<file path="src/rtl/bus_access_ctrl_pkg.sv">
// Shared definitions for the bus access controller.
//   - FSM state encoding
//   - slave index width and per-slave index constants
//   - read/write encodings of the rw signal
package bus_access_ctrl_pkg;

    localparam int unsigned BUS_SLAVE_IDX_W = 3;

    typedef logic [BUS_SLAVE_IDX_W-1:0] slave_idx_t;

    localparam slave_idx_t SLAVE_0 = 3'd0;
    localparam slave_idx_t SLAVE_1 = 3'd1;
    localparam slave_idx_t SLAVE_2 = 3'd2;
    localparam slave_idx_t SLAVE_3 = 3'd3;
    localparam slave_idx_t SLAVE_4 = 3'd4;
    localparam slave_idx_t SLAVE_5 = 3'd5;
    localparam slave_idx_t SLAVE_6 = 3'd6;
    localparam slave_idx_t SLAVE_7 = 3'd7;

    localparam logic BUS_READ  = 1'b1;
    localparam logic BUS_WRITE = 1'b0;

    typedef enum logic [1:0] {
        StIdle,
        StAccess,
        StWait,
        StResp
    } bus_state_e;

endpackage

</file>
<file path="src/rtl/bus_addr_dec.sv">
// Combinational slave decoder.
// Ports:
//   addr_i      master word address; slave index is the top BUS_SLAVE_IDX_W bits
//   idx_o       decoded slave index
//   unmapped_o  1 when idx_o >= NUM_SLAVES
//   cs_n_o      one-hot-low chip select pattern for idx_o (all 1 if unmapped)
module bus_addr_dec
    import bus_access_ctrl_pkg::*;
#(
    parameter int unsigned ADDR_W     = 30,
    parameter int unsigned NUM_SLAVES = 8
) (
    input  logic [ADDR_W-1:0]     addr_i,
    output slave_idx_t            idx_o,
    output logic                  unmapped_o,
    output logic [NUM_SLAVES-1:0] cs_n_o
);

    // One extra bit so NUM_SLAVES = 8 is representable.
    localparam logic [BUS_SLAVE_IDX_W:0] NumSlavesW = (BUS_SLAVE_IDX_W + 1)'(NUM_SLAVES);

    // Only the top bits select the slave.
    logic unused_addr_low;
    assign unused_addr_low = ^addr_i[ADDR_W-BUS_SLAVE_IDX_W-1:0];

    assign idx_o      = addr_i[ADDR_W-1 -: BUS_SLAVE_IDX_W];
    assign unmapped_o = ({1'b0, idx_o} >= NumSlavesW);

    always_comb begin
        cs_n_o = '1;
        for (int i = 0; i < int'(NUM_SLAVES); i++) begin
            if (idx_o == slave_idx_t'(i)) cs_n_o[i] = 1'b0;
        end
    end

endmodule

</file>
<file path="src/rtl/bus_access_ctrl.sv">
// Single-transaction bus sequencer between the current bus owner and up to 8 slaves.
// Latches the address phase, strobes the decoded slave, waits for its ready and
// returns read data / error to the master. All outputs are registered.
// Ports:
//   clk, reset                  clock, asynchronous active-high reset
//   m_as_, m_rw, m_addr,        master request (strobe active-low, 1 = read)
//   m_wr_data
//   m_rd_data, m_rdy_, m_err    master response, valid while m_rdy_ = 0
//   m_busy                      high whenever the FSM is not idle
//   s_cs_, s_as_, s_rw,         slave-side request (cs one-hot-low, as 1-cycle pulse)
//   s_addr, s_wr_data
//   s_rd_data, s_rdy_           slave responses, slave i at [i*DATA_W +: DATA_W]
// Build option: define BUS_TIMEOUT_EN to abort after TIMEOUT_CYC cycles without ready.
module bus_access_ctrl
    import bus_access_ctrl_pkg::*;
#(
    parameter int unsigned ADDR_W      = 30,
    parameter int unsigned DATA_W      = 32,
    parameter int unsigned NUM_SLAVES  = 8,
    parameter int unsigned TIMEOUT_CYC = 255
) (
    input  logic                         clk,
    input  logic                         reset,
    input  logic                         m_as_,
    input  logic                         m_rw,
    input  logic [ADDR_W-1:0]            m_addr,
    input  logic [DATA_W-1:0]            m_wr_data,
    output logic [DATA_W-1:0]            m_rd_data,
    output logic                         m_rdy_,
    output logic                         m_err,
    output logic                         m_busy,
    output logic [NUM_SLAVES-1:0]        s_cs_,
    output logic                         s_as_,
    output logic                         s_rw,
    output logic [ADDR_W-1:0]            s_addr,
    output logic [DATA_W-1:0]            s_wr_data,
    input  logic [NUM_SLAVES*DATA_W-1:0] s_rd_data,
    input  logic [NUM_SLAVES-1:0]        s_rdy_
);

    bus_state_e               state_q;
    slave_idx_t               idx_q;
    logic [DATA_W-1:0]        m_rd_data_q;
    logic                     m_rdy_q, m_err_q, m_busy_q;
    logic [NUM_SLAVES-1:0]    s_cs_q;
    logic                     s_as_q, s_rw_q;
    logic [ADDR_W-1:0]        s_addr_q;
    logic [DATA_W-1:0]        s_wr_data_q;

    slave_idx_t               dec_idx;
    logic                     dec_unmapped;
    logic [NUM_SLAVES-1:0]    dec_cs_n;

    logic                     sel_rdy_n;
    logic [DATA_W-1:0]        sel_rd_data;

`ifdef BUS_TIMEOUT_EN
    localparam logic [7:0] TimeoutLast = 8'(TIMEOUT_CYC - 1);
    logic [7:0] tmo_cnt_q;
`else
    logic unused_timeout;
    assign unused_timeout = ^TIMEOUT_CYC;
`endif

    bus_addr_dec #(
        .ADDR_W     (ADDR_W),
        .NUM_SLAVES (NUM_SLAVES)
    ) u_addr_dec (
        .addr_i     (m_addr),
        .idx_o      (dec_idx),
        .unmapped_o (dec_unmapped),
        .cs_n_o     (dec_cs_n)
    );

    // Ready/data of the latched slave only; other slaves' ready is ignored.
    always_comb begin
        sel_rdy_n   = 1'b1;
        sel_rd_data = '0;
        for (int i = 0; i < int'(NUM_SLAVES); i++) begin
            if (idx_q == slave_idx_t'(i)) begin
                sel_rdy_n   = s_rdy_[i];
                sel_rd_data = s_rd_data[i*DATA_W +: DATA_W];
            end
        end
    end

    always_ff @(posedge clk or posedge reset) begin
        if (reset) begin
            state_q     <= StIdle;
            idx_q       <= '0;
            m_rd_data_q <= '0;
            m_rdy_q     <= 1'b1;
            m_err_q     <= 1'b0;
            m_busy_q    <= 1'b0;
            s_cs_q      <= '1;
            s_as_q      <= 1'b1;
            s_rw_q      <= 1'b1;
            s_addr_q    <= '0;
            s_wr_data_q <= '0;
`ifdef BUS_TIMEOUT_EN
            tmo_cnt_q   <= '0;
`endif
        end else begin
            unique case (state_q)
                StIdle: begin
                    if (!m_as_) begin
                        s_addr_q    <= m_addr;
                        s_rw_q      <= m_rw;
                        s_wr_data_q <= m_wr_data;
                        idx_q       <= dec_idx;
                        m_busy_q    <= 1'b1;
                        if (dec_unmapped) begin
                            // Answer straight away without touching any slave.
                            state_q     <= StResp;
                            m_rdy_q     <= 1'b0;
                            m_err_q     <= 1'b1;
                            m_rd_data_q <= '0;
                        end else begin
                            state_q <= StAccess;
                            s_cs_q  <= dec_cs_n;
                            s_as_q  <= 1'b0;
`ifdef BUS_TIMEOUT_EN
                            tmo_cnt_q <= '0;
`endif
                        end
                    end
                end
                StAccess, StWait: begin
                    s_as_q <= 1'b1;
                    // Ready wins over a coincident timeout expiry.
                    if (!sel_rdy_n) begin
                        state_q     <= StResp;
                        s_cs_q      <= '1;
                        m_rdy_q     <= 1'b0;
                        m_err_q     <= 1'b0;
                        m_rd_data_q <= (s_rw_q == BUS_READ) ? sel_rd_data : '0;
`ifdef BUS_TIMEOUT_EN
                    end else if (tmo_cnt_q == TimeoutLast) begin
                        state_q     <= StResp;
                        s_cs_q      <= '1;
                        m_rdy_q     <= 1'b0;
                        m_err_q     <= 1'b1;
                        m_rd_data_q <= '0;
                    end else begin
                        tmo_cnt_q <= tmo_cnt_q + 8'd1;
                        state_q   <= StWait;
                    end
`else
                    end else begin
                        state_q <= StWait;
                    end
`endif
                end
                StResp: begin
                    state_q  <= StIdle;
                    m_rdy_q  <= 1'b1;
                    m_err_q  <= 1'b0;
                    m_busy_q <= 1'b0;
                end
                default: state_q <= StIdle;
            endcase
        end
    end

    assign m_rd_data = m_rd_data_q;
    assign m_rdy_    = m_rdy_q;
    assign m_err     = m_err_q;
    assign m_busy    = m_busy_q;
    assign s_cs_     = s_cs_q;
    assign s_as_     = s_as_q;
    assign s_rw      = s_rw_q;
    assign s_addr    = s_addr_q;
    assign s_wr_data = s_wr_data_q;

endmodule
</file>
<file path="config.mk">
export PLATFORM = sky130hd
export DESIGN_NAME = bus_access_ctrl
export DESIGN_NICKNAME = d
export VERILOG_FILES = /design/src/rtl/bus_access_ctrl_pkg.sv /design/src/rtl/bus_addr_dec.sv /design/src/rtl/bus_access_ctrl.sv
export SDC_FILE = /design/constraint.sdc
export NUM_CORES = 1
export LEC_CHECK = 0
export BUFFER_PORTS_ARGS = -buffer_cell sky130_fd_sc_hd__buf_2
export CAP_MARGIN = 10
export CORE_AREA = 2 2 169 171
export CTS_CLUSTER_SIZE = 28
export DETAILED_ROUTE_END_ITERATION = 10
export DIE_AREA = 0 0 171 173
export GPL_TIMING_DRIVEN = 0
export HOLD_SLACK_MARGIN = 0.08
export MAX_ROUTING_LAYER = met4
export SKIP_LAST_GASP = 1
export SLEW_MARGIN = 20
export SYNTH_ARGS = -nofsm -noshare
export SYNTH_HDL_FRONTEND = slang
export SYNTH_SLANG_ARGS = --single-unit
</file>
<file path="constraint.sdc">
create_clock -name clk -period 7 [get_ports clk]
set_clock_uncertainty 0.1 [all_clocks]
set_input_delay 0.7 -clock clk [delete_from_list [all_inputs] [get_ports clk]]
set_output_delay 0.7 -clock clk [all_outputs]
set_load 0.05 [all_outputs]
</file>
Word level (Yosys, flattened, before mapping)
Index checks and enable logic that the tools add are counted.
{ "word_totals": {"elab_cells": 83, "reg_bits": 112, "output_inout_bits": 107, "input_bits": 330} }
{ "op_classes": {"bitwise_logic": 3, "n_eq_ne": 19, "n_mux": 38, "reduce_logical": 12} }
{ "ops": {"columns": ["cell", "count"], "rows": [
  ["$mux W32", 9],
  ["$eq A3 B3 Y1 const B", 8],
  ["$mux W1", 20],
  ["$mux W8", 2],
  ["$pmux W8 S2", 1],
  ["$eq A3 B2 Y1 const B", 4],
  ["$reduce_and A2 Y1", 5],
  ["$pmux W1 S2", 4],
  ["$eq A3 B1 Y1 const B", 2],
  ["$logic_not A3 Y1", 2],
  ["$pmux W2 S3", 1],
  ["$eq A2 B2 Y1 const B", 2],
  ["$ne A2 B2 Y1 const B", 2],
  ["$reduce_bool A2 Y1", 2],
  ["$not A1 Y1", 3],
  ["$reduce_and A3 Y1", 1],
  ["$eq A2 B1 Y1 const B", 1],
  ["$logic_not A2 Y1", 1],
  ["$mux W2", 1],
  ["$reduce_or A2 Y1", 1]
]} }

Logic depth before layout (Yosys ltp)
Gate-level depths: netlist (run 1).
{ "logic_depth": {"ltp_word": 11, "ltp_mapped": 8} }

Modules after synthesis
Synthesis (run 1) repeated with hierarchy kept, for this count alone.
{ "hier_totals": {"hier_cells": 620, "area_unflattened_um2": 6776.5} }
{ "by_module_without_submodules": {"columns": ["mod", "seq_area_each_um2", "area_each_um2", "n_inst", "cells_each"], "rows": [
  ["bus_access_ctrl", 2816.5, 6682.7, 1, 607],
  ["bus_addr_dec", 0.0, 93.8, 1, 13]
]} }

Worst setup path after synthesis (run 1)
No wires, ideal clock.
{ "synth_path": {"path_kind": "reg2reg", "startpoint": "register idx_q[0]", "endpoint": "register m_rd_data_q[0], in the netlist m_rd_data[0]", "n_path_buf": 2, "arrival_ns": 2.094, "stages_incl_launch_ff": 7, "setup_ns": 0.125, "slack_ns": 4.681, "cell_sequence": "dfrtp_1 > mux4_2 > a21oi_2 > o31a_1 > buf_6 > buf_12 > mux2_4"} }
{ "synth_via": {"elab_chain_len": 11} }
{ "synth_lines": {"columns": ["element", "line", "text"], "rows": [
  ["from (decl)", "bus_access_ctrl.sv:42", "slave_idx_t idx_q;"],
  ["from (signal assigned)", "bus_access_ctrl.sv:110", "idx_q <= dec_idx;"],
  ["$logic_not A3 Y1", "bus_access_ctrl.sv:80", "if (idx_q == slave_idx_t'(i)) begin"],
  ["$mux W1 (8 in a row)", "bus_access_ctrl.sv:80", null],
  ["$not A1 Y1 (no source line)", null, null],
  ["$reduce_and A2 Y1 (no source line)", null, null],
  ["to (signal assigned)", "bus_access_ctrl.sv:136", "m_rd_data_q <= (s_rw_q == BUS_READ) ? sel_rd_data : '0;"],
  ["to (decl)", "bus_access_ctrl.sv:43", "logic [DATA_W-1:0] m_rd_data_q;"]
]} }
Several ways; a longest one is shown, not always the timed one.
A chain may end at the register's enable or synchronous reset.

Worst setup path after layout (run 1)
{ "layout_path": {"startpoint": "register state_q[1]", "endpoint": "register s_addr_q[15], in the netlist s_addr[15]"} }
{ "layout_via": {"elab_chain_len": 2} }
{ "layout_lines": {"columns": ["element", "line", "text"], "rows": [
  ["from (decl)", "bus_access_ctrl.sv:41", "bus_state_e state_q;"],
  ["from (signal assigned)", "bus_access_ctrl.sv:89", "state_q <= StIdle;"],
  ["from (signal assigned)", "bus_access_ctrl.sv:114", "state_q <= StResp;"],
  ["from (signal assigned)", "bus_access_ctrl.sv:119", "state_q <= StAccess;"],
  ["$logic_not A2 Y1", "bus_access_ctrl.sv:104", "unique case (state_q)"],
  ["$reduce_and A2 Y1 (no source line)", null, null],
  ["to (signal assigned)", "bus_access_ctrl.sv:107", "s_addr_q <= m_addr;"],
  ["to (decl)", "bus_access_ctrl.sv:47", "logic [ADDR_W-1:0] s_addr_q;"]
]} }
Every way passes these cells.

==> impl_metrics.ini, run 1 <==
[outcome]
status = complete, no violations

[routing]
drt_wl_total_mm = 25.4
drt_iter0_drc = 198
drc = 0
avgViaCountPerCell = 4.57
post_drt_wl_per_cell_um = 19.1
first_pass_iters = 4
ant_nets = 0
num_vias = 6060

[sta]
post-route-period-util = 0.353
period_needed_ps = 2470
setup_violations = 0
maxSlewViolCount = 0
setup_tns_ps = 0
max_freq_ghz = 0.404
finalWorstSetupSlack_ps = 4530
relSlewSlack = 0.440
final_hold_viol_count = 0
worst_slew_pin_slew_ps = 837
rsz0062_at_grt = no

[power]
vdd_drop_max_uv = 284
leakagePower_uw = 0.00468
pwr_density_cell_mw_per_mm2 = 535
total_power_uw = 5070

[yosys]
syn_nets = 826
synthTopCellsByArea = dfrtp_1, mux2_2, mux4_2
syn_area_per_cell_um2 = 13.1
yosysUniqueCellTypes = 39
synth-seq-cells = 108
synth-warning-count = 0
ys_seq_area_frac = 0.421
syn_inst = 494
synth_top_area_frac = 0.376
yosysTopAreaCell = dfrtp_1
syn_area_mm2 = 0.00645

[clock_network]
clockBufferDepth = 2
ctsHoldBuffers = 0
clock-sinks = 108
clock_latency_ps = 360
cts_setup_buffers = 0
clk_pin_slew_worst_paths_ps = 90
htree_levels = 3
clockRootBuffer = clkbuf_16
cts_tree = yes
cts_resized = 0
numCtsBuffers = 9

[cells_and_area]
final_util = 0.343
syn2layout_area_growth_pct = 46.8
drive_gt1_frac = 0.674
final_nets = 1273

[placed_design]
dp_slack_ps = 4370
io_buffers = 435
place.gp.congestion = 0.852
hpwl_mm = 20.4

[worst_setup_path]
end_kind = flop
r2r_slack_ps = 4530
reg2reg_to = s_addr[15]$_DFFE_PP0P_
startpoint_type = flop
required_ps = 7150
worstPathArrival_ps = 2620
reg2reg_from = state_q[1]$_DFFE_PP0P_
cp_max_fo = 10
reg2reg_depth = 6
path_class = reg2reg

[global_route]
grt_pass1_vias = 6374
grt_max_degree = 64
track_usage = 0.173
overflow = 0
grt_antenna_before_repair = 1
grt_pass1_wl_mm = 37.0

[worst_hold_path]
hp-class = in2async

[run]
cap_violations = 0

[floorplanning]
initial_utilization = 0.234
row_count = 61
die_y_um = 173
pin_count = 437
dieArea_mm2 = 0.0296
die_w_um = 171
coreArea_mm2 = 0.0276
==> where the power goes <==
group | total [uW] | switching (uW) | leakage [uW] | internal [uW]
clock | 578 | 285 | 0.000160 | 293
combinational | 3410 | 2130 | 0.00322 | 1280
sequential | 1090 | 154 | 0.00130 | 931
==> how the worst max path moves through the flow <==
stage                                start                         to  slack (ps)
finish              state_q[1]$_DFFE_PP0P_     s_addr[15]$_DFFE_PP0P_        4530
detailed placement               s_rdy_[6]  m_rd_data[17]$_DFFE_PP0P_        4370
global placement                     reset  m_rd_data[31]$_DFFE_PP0P_        1830
floorplan                            reset       idx_q[0]$_DFFE_PP0P_        3370
global route        state_q[1]$_DFFE_PP0P_   s_wr_data[3]$_DFFE_PP0P_        4290
CTS                   idx_q[1]$_DFFE_PP0P_  m_rd_data[20]$_DFFE_PP0P_        4440
==> layout by cell type (no fill, tap or decap), types with 2 or more instances in the layout <==
cell and instances:
buf_2 448, dfrtp_1 97, mux2_2 86, mux2i_1 38, o21ai_0 29, a21oi_1 29
mux2_4 29, mux4_2 27, o22a_1 19, o221ai_1 19, a22o_1 13, inv_1 12
clkbuf_1 11, nand2_1 11, dfstp_2 11, clkbuf_16 9, buf_6 8, nand3_1 5
buf_4 4, nor2b_1 4, nor2_1 3, buf_12 3, inv_6 3, nand2b_1 2
o21a_1 2, ha_1 2, clkinv_8 2, inv_8 2
==> metrics by stage <==
stage	cells	area (um2)	hold slack [ps]
6_report	1325	9470	322
3_5_place_dp	1308	9140	355
2_1_floorplan	494	6450	437
4_1_cts	1324	9460	335
5_1_grt	1325	9470	363
3_3_place_gp	1307	9100	351
==> critical path: stages (launching register included) <==
cell and delay, ps:
dfrtp_1 390, inv_1 80, ha_1 240, inv_1 110, nor2_1 660, buf_2 400, mux2_2 370
==> layout make-up <==
type / instances / area [um2]
Inverter: 13 / 53.8
Antenna cell: 1 / 2.50
Tap cell: 378 / 473
Buffer: 41 / 295
Fill cell: 2833 / 18200
Sequential cell: 108 / 2720
Clock buffer: 9 / 225
Multi-Input combinational cell: 332 / 3400
Timing Repair Buffer: 436 / 2200
Clock inverter: 7 / 103
==> sequential cells by signal, summed over array words and instances (netlist names) <==
signal and flops:
s_addr 27, s_as_ 1, m_busy 1, s_wr_data 32
m_rd_data 32, m_rdy_ 1, idx_q 3, s_cs_ 8
s_rw 1, state_q 2
==> synth_stat cells, drive strengths merged <==
cell / count
mux2: 115
dfrtp: 97
mux2i: 38
a21oi: 30
buf: 29
o21ai: 29
mux4: 27
o221ai: 19
o22a: 19
a22o: 13
inv: 13
clkbuf: 12
dfstp: 11
nand2: 11
nand3: 5
nor2b: 4
nor2: 3
ha: 2
nand2b: 2
o21a: 2
o31ai: 2
a21boi: 1
a21o: 1
and2: 1
conb: 1
nor3b: 1
nor4b: 1
nor4bb: 1
o311ai: 1
o31a: 1
o32ai: 1
or2: 1
==> layer usage <==
layer	part of all wire	global-route usage	wire (um)
met5	0	-	0
met4	0.021	0.0494	533
met3	0.084	0.0453	2130
met2	0.51	0.303	12900
met1	0.39	0.191	9850
==> kinds of logic after synthesis <==
family                   synth area share
AO/OA/AOI/OAI                       0.127
adder cells (fa/ha/maj)           0.00388
buffers and inverters              0.0533
flip-flops                          0.421
multiplexers                        0.371
other                            0.000581
AND/OR/NAND/NOR                    0.0239
Note: power is estimated with default switching activity, not from simulation.
==> inputs of run 2 (changes only) <==
==> constraint.sdc (replaced) <==
create_clock -name clk -period 2.4 [get_ports clk]
set_clock_uncertainty 0.1 [all_clocks]
set_input_delay 0.24 -clock clk [delete_from_list [all_inputs] [get_ports clk]]
set_output_delay 0.24 -clock clk [all_outputs]
set_load 0.05 [all_outputs]
==> run 2 against run 1 <==
Effect of this change: design area grew 7.3%; clock-buffer cell count stayed put; sequential power grew to 2.9 times the previous value; critical endpoint is now m_rd_data[16]$_DFFE_PP0P_; power grew to 2.9 times the previous value; fmax increased by 10%; non-clock buffer count grew 67; clock power rose to 2.8 times the previous value.
==> impl_metrics.ini, run 2 (synthesis results as in run 1) <==
[power]
power.internal_uw = 7290
vdd_drop_max_uv = 811
clock_power_share = 0.109
power_frac_comb = 0.677
swShare = 0.510
share_seq_of_total_power = 0.215
switchingPower_uw = 7600
pwr_density_cell_mw_per_mm2 = 1470
leakagePower_uw = 0.00497

[run]
cap_violations = 0

[routing]
num_vias = 6315
drt_iter0_drc = 198
ant_nets = 0
route.met3.wl_mm = 1.58
post_drt_wl_per_cell_um = 18.9
avgViaCountPerCell = 4.54
top_layer = met4
drt_wl_total_mm = 26.3
first_pass_iters = 4
dr_wl_met2_mm = 13.8
wl_met1_mm = 10.3
drc = 0

[global_route]
grt_antenna_before_repair = 0
grt_pass1_wl_mm = 38.1
overflow = 0
track_usage = 0.178
grt_pass1_vias = 6706
grt_max_degree = 32

[worst_setup_path]
timing.critical_path.cells = buf_6 -> buf_2 -> nand3_2 -> clkbuf_1 -> o21ai_0 -> a21oi_1 -> mux2_4
end_kind = flop
critical-path-top-delay-family = buffers and inverters
worstPathArrival_ps = 2410
cp_max_fo = 10
required_ps = 2560
slowest_delay_ps = 380
startpoint_type = flop
critical-path-slowest-cell = dfrtp_1
crit_buf_inv = 3
path_class = reg2reg

[floorplanning]
row_count = 61
coreArea_mm2 = 0.0276
die_y_um = 173
dieArea_mm2 = 0.0296
pin_count = 437
die_w_um = 171
initial_utilization = 0.234

[placed_design]
place.gp.congestion = 0.808
io_buffers = 435
dpl-instance-area_mm2 = 0.00917
hpwl_mm = 20.6
dpl.cell_count = 1310

[clock_network]
clock_latency_ps = 360
clockBufferDepth = 2
clock-sinks = 108
htree_levels = 3
cts_tree = yes
numCtsBuffers = 9
clockRootBuffer = clkbuf_16
clk_pin_slew_worst_paths_ps = 100

[sta]
period_needed_ps = 2250
worst_slew_pin_slew_ps = 818
max_freq_ghz = 0.445
final_hold_viol_count = 0
relSlewSlack = 0.450
rsz0062_at_grt = no
post-route-period-util = 0.936
setup_violations = 0
maxSlewViolCount = 0
hold_slack_ps = 203

[cells_and_area]
final_nets = 1340
drive_gt1_frac = 0.638
antenna_cells = 0
fin_area_mm2 = 0.0102
final_common_cell = buf_2
final_util = 0.368
final_cells = 1391
final_cell_mix = buf_2, dfrtp_1, mux2_2, dlygate4sd3_1, mux2i_1
syn2layout_area_growth_pct = 57.5

[worst_hold_path]
hp-class = in2reg

[outcome]
status = complete, no violations
[run 2: cell count changes in the layout (fill, tap and decap cells not counted), moves of 2 or more]
cell | before | now
buf_12 | 3 | 6
inv_6 | 3 | 1
clkbuf_2 | 1 | 3
dlygate4sd3_1 | 0 | 65
[run 2: path summary, 6_finish.rpt]
check	startpoint	slack, ps	cells past startpoint	endpoint
max	idx_q[1]$_DFFE_PP0P_	150	7	m_rd_data[16]$_DFFE_PP0P_
min	s_rd_data[228]	200	4	m_rd_data[4]$_DFFE_PP0P_
max reg2reg	idx_q[1]$_DFFE_PP0P_	150	7	m_rd_data[16]$_DFFE_PP0P_
min reg2reg	s_cs_[3]$_DFFE_PP1P_	370	2	s_cs_[3]$_DFFE_PP1P_
max in group asynchronous	reset	1000	5	s_rw$_DFFE_PP1P_
min in group asynchronous	reset	350	3	s_addr[20]$_DFFE_PP0P_
[run 2: per-layer routing]
| layer | global-route usage | vias up |
|---|---|---|
| li1 | - | 2924 |
| met5 | - | - |
| met1 | 0.196 | 3061 |
| met3 | 0.0282 | 35 |
| met4 | 0.0614 | 0 |
| met2 | 0.320 | 295 |
[run 2: worst reg2reg max path, cell delays in order (launching register included)]
cell	delay (ps)
dfrtp_1	380
buf_6	170
buf_2	320
nand3_2	260
clkbuf_1	280
o21ai_0	310
a21oi_1	80
mux2_4	260
[run 2: cell type report]
cell class / count / area [um2]
plain buffers: 41 / 300
repair buffers: 503 / 2890
clock inverters: 7 / 88.8
inverters: 13 / 52.6
clock buffers: 9 / 225
multi-input cells: 332 / 3420
fillers: 2804 / 17500
flip-flops and latches: 108 / 2720
well taps: 378 / 473
[run 2: power by group through the flow]
stage	Combinational (uW)	Sequential (uW)	Clock, uW
2_1_floorplan	4630	5990	0
3_3_place_gp	9950	3180	0
3_5_place_dp	10000	3220	0
4_1_cts	10200	3200	1690
5_1_grt	10700	3310	1760
6_report	10100	3200	1620
[run 2: timing repair]
item	4_1_cts	5_1_grt
resized for setup	5	3
setup endpoints to repair	66	63
endpoints found under the hold margin	84	0
hold buffers	65	0
gates cloned	0	0
setup buffers	0	0
pin swaps	0	0
[run 2: per-stage QoR]
stage	setup WS [ps]	setup TNS, ps	power [uW]
floorplan	81.2	0	10600
global placement	-112	-15530	13100
detailed placement	-113	-5790	13300
CTS	-39.9	-83.0	15000
global route	14.5	0	15700
finish	153	0	14900
==> inputs of run 3 (changes only) <==
--- a/config.mk
+++ b/config.mk
@@ -14,6 +14,7 @@
 export GPL_TIMING_DRIVEN = 0
 export HOLD_SLACK_MARGIN = 0.08
 export MAX_ROUTING_LAYER = met4
+export PLACE_DENSITY_LB_ADDON = 0.25
 export SKIP_LAST_GASP = 1
 export SLEW_MARGIN = 20
 export SYNTH_ARGS = -nofsm -noshare
==> run 3 against run 2 <==
Effect of this change: critical path depth unchanged; largest power group unchanged; critical path type unchanged; power decreased by 1.3%; largest cell class unchanged; routed wire length increased by 2.5%.
==> impl_metrics.ini, run 3 (synthesis results as in run 1) <==
[outcome]
status = complete, no violations

[floorplanning]
die_y_um = 173
dieArea_mm2 = 0.0296
pin_count = 437
die_w_um = 171
initial_utilization = 0.234
row_count = 61
coreArea_mm2 = 0.0276

[cells_and_area]
syn2layout_area_growth_pct = 56.8
drive_gt1_frac = 0.640
fin_area_mm2 = 0.0101
final_nets = 1337
final_cell_mix = buf_2, dfrtp_1, mux2_2, dlygate4sd3_1, mux2i_1
final_common_cell = buf_2

[clock_network]
clockBufferDepth = 2
numCtsBuffers = 9
clock_latency_ps = 350
cts_setup_buffers = 0
cts_tree = yes
htree_levels = 3
clockRootBuffer = clkbuf_16
clk_pin_slew_worst_paths_ps = 70
clock-sinks = 108

[worst_setup_path]
critical-path-slowest-cell = clkbuf_1
critical-path-top-delay-family = buffers and inverters
crit_buf_inv = 3
worstPathArrival_ps = 2380
end_kind = flop
cp_max_fo = 10
r2r_slack_ps = 160
required_ps = 2540
timing.critical_path.cells = buf_2 -> or2_2 -> buf_2 -> clkbuf_1 -> o22a_1 -> a21oi_1 -> mux2_4
slowest_delay_ps = 450
startpoint_type = flop
path_class = reg2reg
cp_common_cell = buf_2

[routing]
avgViaCountPerCell = 4.53
post_drt_wl_per_cell_um = 19.4
first_pass_iters = 4
drt_iter0_drc = 282
drt_wl_total_mm = 26.9
ant_nets = 0
num_vias = 6297
drc = 0

[run]
cap_violations = 0

[power]
share_seq_of_total_power = 0.215
clock_power_share = 0.103
switchingPower_uw = 7430
power.internal_uw = 7270
swShare = 0.506
pwr_density_cell_mw_per_mm2 = 1450
vdd_drop_max_uv = 770
power_frac_comb = 0.682
leakagePower_uw = 0.00495

[global_route]
grt_max_degree = 32
grt_antenna_before_repair = 3
track_usage = 0.183
grt_pass1_vias = 6780
overflow = 0
grt_pass1_wl_mm = 39.6

[sta]
post-route-period-util = 0.934
max_freq_ghz = 0.446
worst_slew_pin_slew_ps = 734
relSlewSlack = 0.504
period_needed_ps = 2240
maxSlewViolCount = 0
final_hold_viol_count = 0
setup_violations = 0
hold_slack_ps = 92.9

[placed_design]
io_buffers = 435
hpwl_mm = 21.6
dpl-instance-area_mm2 = 0.00917
place.gp.congestion = 0.841

[worst_hold_path]
hp-class = in2reg
run 3: area by class of cell:
cell class | count | area [um2]
clock inverter | 6 | 57.6
sequential | 108 | 2720
antenna | 3 | 7.51
tap | 378 | 473
timing repair buffer | 500 | 2860
buffer | 41 | 302
clock buffer | 10 | 229
fill | 2806 | 17500
multi-input combinational | 332 | 3420
inverter | 13 | 52.6
run 3: worst paths after layout:
| kind | from | to | cells after the start |
|---|---|---|---|
| max | idx_q[2]$_DFFE_PP0P_ | m_rd_data[4]$_DFFE_PP0P_ | 7 |
| min reg2reg | s_cs_[5]$_DFFE_PP1P_ | s_cs_[5]$_DFFE_PP1P_ | 2 |
| max reg2reg | idx_q[2]$_DFFE_PP0P_ | m_rd_data[4]$_DFFE_PP0P_ | 7 |
| min in group asynchronous | reset | s_addr[10]$_DFFE_PP0P_ | 3 |
| max in group asynchronous | reset | s_cs_[6]$_DFFE_PP1P_ | 4 |
| min | m_addr[29] | idx_q[2]$_DFFE_PP0P_ | 2 |
run 3: stage by stage:
| step | total power [uW] | setup WS [ps] | utilization | std cells | TNS [ps] |
|---|---|---|---|---|---|
| floorplan | 10600 | 81.2 | - | 494 | 0 |
| global placement | 13100 | -311 | 0.330 | 1307 | -36290 |
| detailed placement | 13100 | -278 | 0.332 | 1310 | -14140 |
| CTS | 14800 | 16.8 | 0.365 | 1388 | 0 |
| global route | 15600 | -2.05 | 0.366 | 1391 | -2.05 |
| finish | 14700 | 159 | 0.366 | 1391 | 0 |
run 3: power by group through the flow:
stage	Sequential, uW	Clock, uW	Combinational [uW]
global placement	3160	0	9940
finish	3160	1510	10000
floorplan	5990	0	4630
detailed placement	3180	0	9970
global route	3290	1670	10600
CTS	3170	1590	10100
run 3: routing by layer:
metal,part of all wire,track usage,vias up
li1,-,-,2926
met1,0.40,0.209,3046
met2,0.50,0.316,293
met3,0.073,0.0410,32
met4,0.027,0.0604,0
met5,0,-,-
run 3: repair_timing:
| item | in CTS | in global routing |
|---|---|---|
| gates resized for setup | 2 | 11 |
| setup endpoints to repair | 61 | 75 |
| hold buffers | 62 | 0 |
| hold endpoints to repair | 83 | 0 |
